==> src/rtl/mem_wb_stage.sv <==
// rtl/mem_wb_stage.sv - MEM/WB pipeline register with load alignment and writeback select
module mem_wb_stage #(
  parameter int RETIRE_W = 32
) (
  input  logic                clk,
  input  logic                rst,
  input  logic                stall,
  input  logic                flush,
  input  logic                in_valid,
  input  logic                reg_write_in,
  input  logic                mem_to_reg_in,
  input  logic [4:0]          dst_in,
  input  logic [31:0]         alu_result_in,
  input  logic [31:0]         load_data_in,
  input  logic [1:0]          load_size,
  input  logic                load_unsigned,
  output logic [31:0]         mem_wb_data,
  output logic [4:0]          mem_wb_dst,
  output logic                mem_wb_reg_write,
  output logic                mem_wb_valid,
  output logic [RETIRE_W-1:0] retired
);

  logic [31:0]         data_q, data_d;
  logic [4:0]          dst_q, dst_d;
  logic                reg_write_q, reg_write_d;
  logic                valid_q, valid_d;
  logic [RETIRE_W-1:0] retired_q, retired_d;

  logic [1:0]  off;
  logic [7:0]  load_byte;
  logic [15:0] load_half;
  logic [31:0] aligned;
  logic [31:0] wb_val;
  logic        writes;

  assign off = alu_result_in[1:0];

  // Big-endian lane select: offset 0 is the most significant byte.
  always_comb begin
    load_byte = 8'h00;
    case (off)
      2'd0:    load_byte = load_data_in[31:24];
      2'd1:    load_byte = load_data_in[23:16];
      2'd2:    load_byte = load_data_in[15:8];
      default: load_byte = load_data_in[7:0];
    endcase
    load_half = off[1] ? load_data_in[15:0] : load_data_in[31:16];
  end

  always_comb begin
    aligned = load_data_in;
    case (load_size)
      2'b00:   aligned = {{24{~load_unsigned & load_byte[7]}}, load_byte};
      2'b01:   aligned = {{16{~load_unsigned & load_half[15]}}, load_half};
      default: aligned = load_data_in;
    endcase
  end

  assign wb_val = mem_to_reg_in ? aligned : alu_result_in;
  // Forwarding compares against dst without a write-enable, so non-writers must show dst=0.
  assign writes = in_valid & reg_write_in & (dst_in != 5'd0);

  always_comb begin
    data_d      = data_q;
    dst_d       = dst_q;
    reg_write_d = reg_write_q;
    valid_d     = valid_q;
    retired_d   = retired_q;
    if (flush) begin
      data_d      = 32'h0;
      dst_d       = 5'd0;
      reg_write_d = 1'b0;
      valid_d     = 1'b0;
    end else if (!stall) begin
      valid_d     = in_valid;
      reg_write_d = writes;
      dst_d       = writes ? dst_in : 5'd0;
      data_d      = writes ? wb_val : 32'h0;
      retired_d   = retired_q + RETIRE_W'(in_valid);
    end
  end

  always_ff @(posedge clk) begin
    if (rst) begin
      data_q      <= 32'h0;
      dst_q       <= 5'd0;
      reg_write_q <= 1'b0;
      valid_q     <= 1'b0;
      retired_q   <= '0;
    end else begin
      data_q      <= data_d;
      dst_q       <= dst_d;
      reg_write_q <= reg_write_d;
      valid_q     <= valid_d;
      retired_q   <= retired_d;
    end
  end

  assign mem_wb_data      = data_q;
  assign mem_wb_dst       = dst_q;
  assign mem_wb_reg_write = reg_write_q;
  assign mem_wb_valid     = valid_q;
  assign retired          = retired_q;

endmodule

==> config.mk <==
export PLATFORM = sky130hd
export DESIGN_NAME = mem_wb_stage
export DESIGN_NICKNAME = d
export VERILOG_FILES = /design/src/rtl/mem_wb_stage.sv
export SDC_FILE = /design/constraint.sdc
export NUM_CORES = 1
export LEC_CHECK = 0
export CAP_MARGIN = 0
export CORE_ASPECT_RATIO = 1.25
export CORE_MARGIN = 2
export CORE_UTILIZATION = 44
export CTS_CLUSTER_SIZE = 8
export DETAILED_ROUTE_END_ITERATION = 10
export HOLD_SLACK_MARGIN = 0.08
export PLACE_DENSITY = 0.91
export SYNTH_ARGS = -nofsm -noshare
export SYNTH_HDL_FRONTEND = slang
export SYNTH_SLANG_ARGS = --single-unit
==> constraint.sdc <==
create_clock -name clk -period 2.35 [get_ports clk]
set_input_delay 0.47 -clock clk [delete_from_list [all_inputs] [get_ports clk]]
set_output_delay 0.47 -clock clk [all_outputs]
set_load 0.01 [all_outputs]
==> results.rst, run 1 <==
.. list-table::
   :header-rows: 1

   * - Metric
     - Value
   * - Status
     - finished, final reports clean
   * - Worst setup slack after placement
     - -103 ps
   * - Total negative slack
     - 0 ps
   * - Count of hold-fix buffers inserted at cts
     - 0
   * - GR Util met1
     - 0.305
   * - Via-to-Cell Ratio
     - 5.86
   * - Routed wire length per instance
     - 17.3 um
   * - Max-capacitance violation count
     - 0
   * - Initial antenna violation count
     - 0
   * - Count of flip-flops with a built-in enable after synthesis
     - 0
   * - Reg-to-reg critical path startpoint
     - retired[16]$_SDFFE_PP0P_
   * - Nature of the critical path endpoint
     - flip-flop
   * - Relative contribution of the clock network to total power
     - 0.374
   * - Post-CTS clock slew at the launch and capture registers of the worst setup and hold paths
     - 70 ps
   * - Standby leakage power
     - roughly 2.1 nW
   * - Floorplan row count
     - 37
   * - Prevailing post-synth register cell
     - sky130_fd_sc_hd__dfxtp_1
   * - Initial core utilization
     - 0.454
   * - Detailed router's first-iteration violation count
     - 214
   * - RSZ-0062 raised after global routing
     - no
   * - Startpoint-to-endpoint class of the critical path
     - input pin to flip-flop
   * - Reg-to-reg endpoint
     - retired[27]$_SDFFE_PP0P_
   * - Diodes inserted
     - 0
   * - Placer congestion estimate
     - ~0.94
   * - HPWL Detailed
     - 9380 um
   * - Die area
     - roughly 9300 um^2
   * - Clock tree from TritonCTS
     - built
   * - Global-route wire length before repair
     - 19,500 um
   * - Total CTS buffers
     - 9
   * - Layout Area Growth over Synthesis
     - 53.4%
   * - Total clock sinks
     - 71
   * - Number of I/O port buffers
     - approximately 150
   * - I/O pin cnt
     - 150
   * - Count of cells along the worst hold path
     - 2
   * - Number of hold-slack violations in the final timing report
     - 0
   * - Final count of negative-setup-slack endpoints
     - 0
   * - Number of buffers added for setup after CTS
     - 0
   * - Grt met2 use
     - 0.466
   * - Synth Net Count
     - roughly 520
   * - Width of the die
     - approximately 86 um
   * - Grt peak-use layer
     - met2
   * - R2R Setup Slk
     - between 300 and 400 ps
   * - Pins Over Slew Limit
     - 0
   * - Worst clock skew on the final layout
     - around 7.9 ps
   * - Sequential power share
     - 0.465
   * - Mapped Cells
     - 442
   * - Max-slew headroom at the worst pin
     - 0.545
   * - Required @ worst endpoint
     - 2590 ps
   * - Synth warnings
     - 0
   * - Buffer cell driving the clock tree root
     - sky130_fd_sc_hd__clkbuf_8
   * - Start point of the worst hold path
     - mem_wb_data[7]$_SDFFE_PP0N_
   * - CTS resizes
     - 0
   * - Final worst path period share
     - 0.892
   * - Synth Register Bits
     - 71
   * - Total Power
     - roughly 0.0026 W
   * - Core Footprint
     - 8240 um^2
   * - Sw Share
     - 0.252
   * - Maximum clock path buffer count
     - 2
   * - Min Hold Slack
     - 470 ps
   * - Area of the mapped netlist
     - 3740 um^2
   * - Arrival time worst endpoint
     - between 2000 and 2500 ps
   * - Power Internal
     - 0.00196 W
   * - Net switching power figure
     - approximately 0.00066 W
   * - Clock latency reported for the late side of the worst-skew pair
     - 350 ps
   * - Final Routed Wirelength
     - roughly 12,000 um
   * - Total power density per cell area
     - 457 nW/um^2
   * - Class of the most critical hold timing path
     - flip-flop to flip-flop
   * - Actual slew at the worst max-slew pin
     - around 700 ps
   * - Nature of the critical path startpoint
     - input pin
   * - Final min period
     - 2100 ps
   * - Peak Freq
     - 477 MHz
   * - Sequential element share of the synthesized area
     - 0.380
   * - Finished Cell Area
     - about 5700 um^2
   * - Worst supply voltage drop on vdd
     - ~250 uV
   * - Via count
     - 4,179
   * - Worst-case hold path end point
     - mem_wb_data[7]$_SDFFE_PP0N_
   * - H-tree levels
     - 3
   * - Fin worst setup slack
     - approximately 250 ps
   * - Mean instance size in the synthesized netlist
     - 8.46 um^2
   * - Maximum number of pins on one net before global-route repair
     - 41
   * - DR pass1 iterations
     - 5
   * - GR Layer Usage met3
     - 0.0654
   * - Final net count
     - roughly 700
   * - Remaining global-route overflow
     - 0
   * - Comb power frac
     - 0.161
   * - Async set or reset register ratio after synthesis
     - 0
   * - Area after detailed placement
     - 5550 um^2
   * - DRC errors left
     - 0
   * - Top fanout value on the critical path
     - 20
   * - Total global routing track utilization
     - 0.267
   * - Synth unique cells
     - 54
   * - Layout cells sized above 1
     - 0.128
   * - Die Y
     - 107 um
   * - Cells on worst reg2reg path
     - 4
   * - Number of global-route vias before repair
     - 4,003
   * - Number of nets still failing antenna checks after routing
     - 0
-- placed cells by master (no fill, tap or decap), types with 4 or more instances in the layout --
| cell type | Yosys | final |
|---|---|---|
| sky130_fd_sc_hd__inv_1 | 5 | 5 |
| sky130_fd_sc_hd__nand2_1 | 45 | 45 |
| sky130_fd_sc_hd__or3_1 | 5 | 5 |
| sky130_fd_sc_hd__mux2_2 | 9 | 9 |
| sky130_fd_sc_hd__xor2_1 | 8 | 8 |
| sky130_fd_sc_hd__a21oi_1 | 39 | 39 |
| sky130_fd_sc_hd__or4_1 | 9 | 9 |
| sky130_fd_sc_hd__o22ai_1 | 5 | 5 |
| sky130_fd_sc_hd__nor2_1 | 49 | 49 |
| sky130_fd_sc_hd__a221o_1 | 15 | 15 |
| sky130_fd_sc_hd__nand4_1 | 8 | 8 |
| sky130_fd_sc_hd__a22o_1 | 9 | 9 |
| sky130_fd_sc_hd__clkdlybuf4s50_1 | 0 | 149 |
| sky130_fd_sc_hd__o211ai_1 | 9 | 9 |
| sky130_fd_sc_hd__nand3_1 | 11 | 11 |
| sky130_fd_sc_hd__clkbuf_8 | 0 | 10 |
| sky130_fd_sc_hd__a22oi_1 | 13 | 13 |
| sky130_fd_sc_hd__and4_1 | 4 | 4 |
| sky130_fd_sc_hd__nor2b_1 | 6 | 6 |
| sky130_fd_sc_hd__dfxtp_1 | 71 | 71 |
| sky130_fd_sc_hd__o31ai_1 | 9 | 9 |
| sky130_fd_sc_hd__or3b_2 | 5 | 5 |
| sky130_fd_sc_hd__mux2i_1 | 13 | 13 |
| sky130_fd_sc_hd__buf_4 | 0 | 37 |
| sky130_fd_sc_hd__nor3b_1 | 4 | 4 |
| sky130_fd_sc_hd__nor4_1 | 5 | 5 |
| sky130_fd_sc_hd__a32oi_1 | 5 | 5 |
| sky130_fd_sc_hd__o21ai_0 | 19 | 19 |
-- logic make-up (layout without fill, tap and decap cells) --
kind of cell,Yosys count,count (layout),share of synthesized area
DFF,71,71,0.380
xor gates and xnor gates,8,8,0.0187
adders and majority gates,2,2,0.00669
and+or+nand+nor,167,167,0.228
muxes,23,23,0.0679
AOI/OAI and AO/OA,134,134,0.255
buffers and inverters,37,211,0.0445
-- critical path, cell delays in order --
cell and delay [ps]:
sky130_fd_sc_hd__clkdlybuf4s50_1 500, sky130_fd_sc_hd__buf_4 260, sky130_fd_sc_hd__mux2_2 390, sky130_fd_sc_hd__a22oi_4 200, sky130_fd_sc_hd__buf_12 170, sky130_fd_sc_hd__a21oi_1 70, sky130_fd_sc_hd__a221o_1 270
-- metrics by stage --
| step | utilization | std cells |
|---|---|---|
| floorplan | - | 442 |
| detailed placement | 0.673 | 697 |
| global route | 0.696 | 713 |
| finish | 0.696 | 713 |
| global placement | 0.673 | 697 |
| CTS | 0.696 | 713 |
-- state kept, by name, indices dropped and copies added (netlist names) --
signal	flops
retired	32
mem_wb_dst	5
mem_wb_reg_write	1
mem_wb_data	32
mem_wb_valid	1
-- per-layer routing --
layer / up-vias / wire length, um
li1: 2004 / -
met2: 207 / 6180
met3: 28 / 966
met1: 1940 / 4780
met5: - / 0
met4: 0 / 403
-- power by group through the flow --
stage                     clock network (W)  registers, W  logic, W
after floorplan                           0       0.00125  0.000160
after global placement                    0       0.00125  0.000410
after detailed placement                  0       0.00125  0.000416
after CTS                          0.000990       0.00122  0.000418
after global routing                0.00104       0.00122  0.000449
final                              0.000978       0.00122  0.000422
-- how the worst max path moves through the flow --
stage / start / end / slack [ps] / cells past startpoint
3_5_place_dp: dst_in[0] / mem_wb_data[18]$_SDFFE_PP0N_ / -100 / 6
5_1_grt: in_valid / retired[30]$_SDFFE_PP0P_ / 180 / 6
2_1_floorplan: alu_result_in[1] / mem_wb_data[25]$_SDFFE_PP0N_ / 410 / 6
4_1_cts: dst_in[0] / mem_wb_data[16]$_SDFFE_PP0N_ / 280 / 6
3_3_place_gp: alu_result_in[1] / mem_wb_data[7]$_SDFFE_PP0N_ / -50 / 6
6_report: alu_result_in[1] / mem_wb_data[21]$_SDFFE_PP0N_ / 250 / 7
-- cells in the mapped netlist, types with 5 or more instances --
cell type,count,area share
sky130_fd_sc_hd__mux2i_1,13,0.035
sky130_fd_sc_hd__a21oi_1,39,0.052
sky130_fd_sc_hd__or3b_2,5,0.012
sky130_fd_sc_hd__o21ai_0,19,0.025
sky130_fd_sc_hd__a32oi_1,5,0.012
sky130_fd_sc_hd__nor2_1,49,0.049
sky130_fd_sc_hd__o22ai_1,5,0.0084
sky130_fd_sc_hd__a221o_1,15,0.040
sky130_fd_sc_hd__a22oi_1,13,0.026
sky130_fd_sc_hd__dfxtp_1,71,0.38
sky130_fd_sc_hd__mux2_2,9,0.027
sky130_fd_sc_hd__xor2_1,8,0.019
sky130_fd_sc_hd__nand2_1,45,0.045
sky130_fd_sc_hd__o211ai_1,9,0.018
sky130_fd_sc_hd__nor2b_1,6,0.010
sky130_fd_sc_hd__or3_1,5,0.0084
sky130_fd_sc_hd__clkbuf_1,22,0.022
sky130_fd_sc_hd__o31ai_1,9,0.018
sky130_fd_sc_hd__a22o_1,9,0.021
sky130_fd_sc_hd__nand3_1,11,0.015
sky130_fd_sc_hd__nor4_1,5,0.0084
sky130_fd_sc_hd__nand4_1,8,0.013
sky130_fd_sc_hd__or4_1,9,0.018
sky130_fd_sc_hd__inv_1,5,0.0050
-- final cells by class --
class | instances | area [um^2]
clock buffer | 12 | 145
clock inverter | 4 | 45.0
fill | 598 | 2500
multi-input combinational | 334 | 2150
timing repair buffer | 189 | 1830
inverter | 6 | 22.5
sequential | 71 | 1420
tap | 97 | 121
(Power assumes the default switching activity.)
==> run 2: changes to the inputs <==
--- a/config.mk
+++ b/config.mk
@@ -8,11 +8,12 @@
 export CAP_MARGIN = 0
 export CORE_ASPECT_RATIO = 1.25
 export CORE_MARGIN = 2
-export CORE_UTILIZATION = 44
+export CORE_UTILIZATION = 39
 export CTS_CLUSTER_SIZE = 8
 export DETAILED_ROUTE_END_ITERATION = 10
 export HOLD_SLACK_MARGIN = 0.08
-export PLACE_DENSITY = 0.91
+export PLACE_DENSITY = 0.86
+export SLEW_MARGIN = 15
 export SYNTH_ARGS = -nofsm -noshare
 export SYNTH_HDL_FRONTEND = slang
 export SYNTH_SLANG_ARGS = --single-unit
==> constraint.sdc (replaced) <==
create_clock -name clk -period 1.9 [get_ports clk]
set_input_delay 0.38 -clock clk [delete_from_list [all_inputs] [get_ports clk]]
set_output_delay 0.38 -clock clk [all_outputs]
set_load 0.01 [all_outputs]
==> results.rst, run 2 (synthesis gave the netlist of run 1 again) <==
.. list-table::
   :header-rows: 1

   * - Metric
     - Value
   * - Maximum clock path buffer count
     - 2
   * - Reg-to-reg endpoint
     - retired[30]$_SDFFE_PP0P_
   * - Class of the most critical hold timing path
     - input pin to flip-flop
   * - Layout cells sized above 1
     - 0.218
   * - HPWL Detailed
     - around 9900 um
   * - Nature of the critical path startpoint
     - flip-flop
   * - Required @ worst endpoint
     - 2120 ps
   * - Critical Path Max Stage Delay
     - about 400 ps
   * - Number of global-route vias before repair
     - 4,264
   * - Area after detailed placement
     - 5800 um^2
   * - Arrival time worst endpoint
     - 2110 ps
   * - R2R Setup Slk
     - 5 ps
   * - Pins Over Slew Limit
     - 0
   * - Die Y
     - 114 um
   * - Die area
     - 10,400 um^2
   * - Diodes inserted
     - 0
   * - Global-route wire length before repair
     - 21,000 um
   * - Standby leakage power
     - roughly 2.5 nW
   * - Final worst path period share
     - 0.997
   * - Clock latency reported for the late side of the worst-skew pair
     - 330 ps
   * - Met3 wire length
     - 999 um
   * - Via-to-Cell Ratio
     - 5.69
   * - Worst path slowest cell
     - sky130_fd_sc_hd__dfxtp_1
   * - Detailed router's first-iteration violation count
     - 166
   * - Seq. cell area
     - about 1400 um^2
   * - Final min period
     - roughly 1900 ps
   * - Startpoint-to-endpoint class of the critical path
     - flip-flop to flip-flop
   * - Remaining global-route overflow
     - 0
   * - Status
     - finished, final reports clean
   * - Number of nets still failing antenna checks after routing
     - 0
   * - Final count of negative-setup-slack endpoints
     - 0
   * - DRC errors left
     - 0
   * - Fin worst setup slack
     - 5.43 ps
   * - Total CTS buffers
     - 9
   * - Number of I/O port buffers
     - 149
   * - Top fanout value on the critical path
     - 6
   * - Top Layer Used
     - met4
   * - Maximum number of pins on one net before global-route repair
     - 40
   * - Most frequent cells in the layout
     - 136 x sky130_fd_sc_hd__clkdlybuf4s50_1, 72 x sky130_fd_sc_hd__buf_4, 71 x sky130_fd_sc_hd__dfxtp_1
   * - Count of hold-fix buffers inserted at cts
     - 0
   * - Total Power
     - just under 0.004 W
   * - Worst clock skew on the final layout
     - 6.85 ps
   * - Power Internal
     - 0.00296 W
   * - Number of hold-slack violations in the final timing report
     - 0
   * - Worst setup slack after placement
     - -465 ps
   * - Multi-input logic area
     - 2260 um^2
   * - Width of the die
     - 91.6 um
   * - Max-slew headroom at the worst pin
     - 0.710
   * - Most common cell after layout, fill and taps aside
     - sky130_fd_sc_hd__clkdlybuf4s50_1
   * - Cells on worst reg2reg path
     - 5
   * - Buffer cell driving the clock tree root
     - sky130_fd_sc_hd__clkbuf_16
   * - Core Footprint
     - 9220 um^2
   * - Sw Share
     - 0.230
   * - Final Routed Wirelength
     - 13,800 um
   * - Routed wire length per instance
     - 17.6 um
   * - Clock tree from TritonCTS
     - built
   * - Finished Cell Area
     - 6400 um^2
   * - Net switching power figure
     - about 0.00089 W
   * - Initial antenna violation count
     - 0
   * - Sequential power share
     - 0.393
   * - Layout Area Growth over Synthesis
     - 71.2%
   * - Worst supply voltage drop on vdd
     - 407 uV
   * - Initial core utilization
     - 0.406
   * - Floorplan row count
     - 39
   * - Post-CTS clock slew at the launch and capture registers of the worst setup and hold paths
     - 60 ps
   * - Total global routing track utilization
     - 0.256
   * - Via count
     - 4,466
   * - Layout fillers
     - 685
   * - H-tree levels
     - 3
   * - Final net count
     - 738
   * - Reg-to-reg critical path startpoint
     - retired[14]$_SDFFE_PP0P_
   * - Peak Freq
     - 528 MHz
   * - Total power density per cell area
     - between 600 and 700 nW/um^2
   * - Start point of the worst hold path
     - dst_in[2]
   * - Total clock sinks
     - a little over 70
   * - DR pass1 iterations
     - 5
   * - Max-capacitance violation count
     - 0
   * - I/O pin cnt
     - 150
   * - End of the critical path
     - retired[30]$_SDFFE_PP0P_
   * - Comb power frac
     - 0.147
   * - WL met2
     - 7140 um
   * - DRT met1 WL
     - 5210 um
   * - Relative contribution of the clock network to total power
     - 0.461
   * - Cell breakdown of the critical path
     - and4_2 > nand4_1 > buf_4 > nor4_2 > mux2_2
   * - Share of the core filled with cells
     - 0.694
   * - Placer congestion estimate
     - 0.928
   * - Setup crit start
     - retired[14]$_SDFFE_PP0P_
   * - Min Hold Slack
     - about 440 ps
   * - Nature of the critical path endpoint
     - flip-flop
   * - Actual slew at the worst max-slew pin
     - 436 ps
==> run 2: through the flow <==
step	cells	TNS [ps]
floorplan	442	0
global placement	752	-15390
detailed placement	752	-18410
CTS	779	-20.0
global route	785	-183
finish	785	0
==> run 2: what timing repair did <==
item / 4_1_cts / 5_1_grt
endpoints found under the setup margin: 27 / 38
hold endpoints to repair: 0 / 0
setup buffers: 7 / 6
gates resized for setup: 26 / 22
pin swaps: 6 / 9
cloned: 4 / 0
==> run 2: layout make-up <==
type / count / share of cell area
Multi-Input combinational cell: 335 / 0.353
Sequential cell: 71 / 0.222
Inverter: 6 / 0.00352
Clock inverter: 4 / 0.0109
Clock buffer: 12 / 0.0369
Tap cell: 123 / 0.0240
Timing Repair Buffer: 234 / 0.350
==> run 2: worst max-delay path, delay by kind of cell, from the launching register on <==
kind          cells  cell delay, ps
buf+inv           1             250
flops             1             400
simple gates      3             780
mux               1             350
==> run 2: how the worst min path moves through the flow <==
| stage | cells past startpoint | slack (ps) | endpoint |
|---|---|---|---|
| 5_1_grt | 3 | 460 | mem_wb_dst[1]$_SDFFE_PP0N_ |
| 3_3_place_gp | 2 | 450 | mem_wb_data[3]$_SDFFE_PP0N_ |
| 4_1_cts | 3 | 440 | mem_wb_dst[1]$_SDFFE_PP0N_ |
| 2_1_floorplan | 2 | 480 | mem_wb_data[0]$_SDFFE_PP0N_ |
| 6_report | 3 | 440 | mem_wb_dst[2]$_SDFFE_PP0N_ |
| 3_5_place_dp | 2 | 460 | mem_wb_data[0]$_SDFFE_PP0N_ |
==> run 2: metal layers <==
metal	vias up	global-route usage
met4	0	0.125
met5	-	0
met2	226	0.464
met3	32	0.0476
met1	2107	0.286
li1	2101	-
==> run 2: power groups by stage <==
stage | registers, W | clock network (W) | logic, W
after global placement | 0.00154 | 0 | 0.000520
after detailed placement | 0.00154 | 0 | 0.000529
after global routing | 0.00151 | 0.00186 | 0.000599
after CTS | 0.00151 | 0.00179 | 0.000551
final | 0.00151 | 0.00177 | 0.000564
after floorplan | 0.00155 | 0 | 0.000198
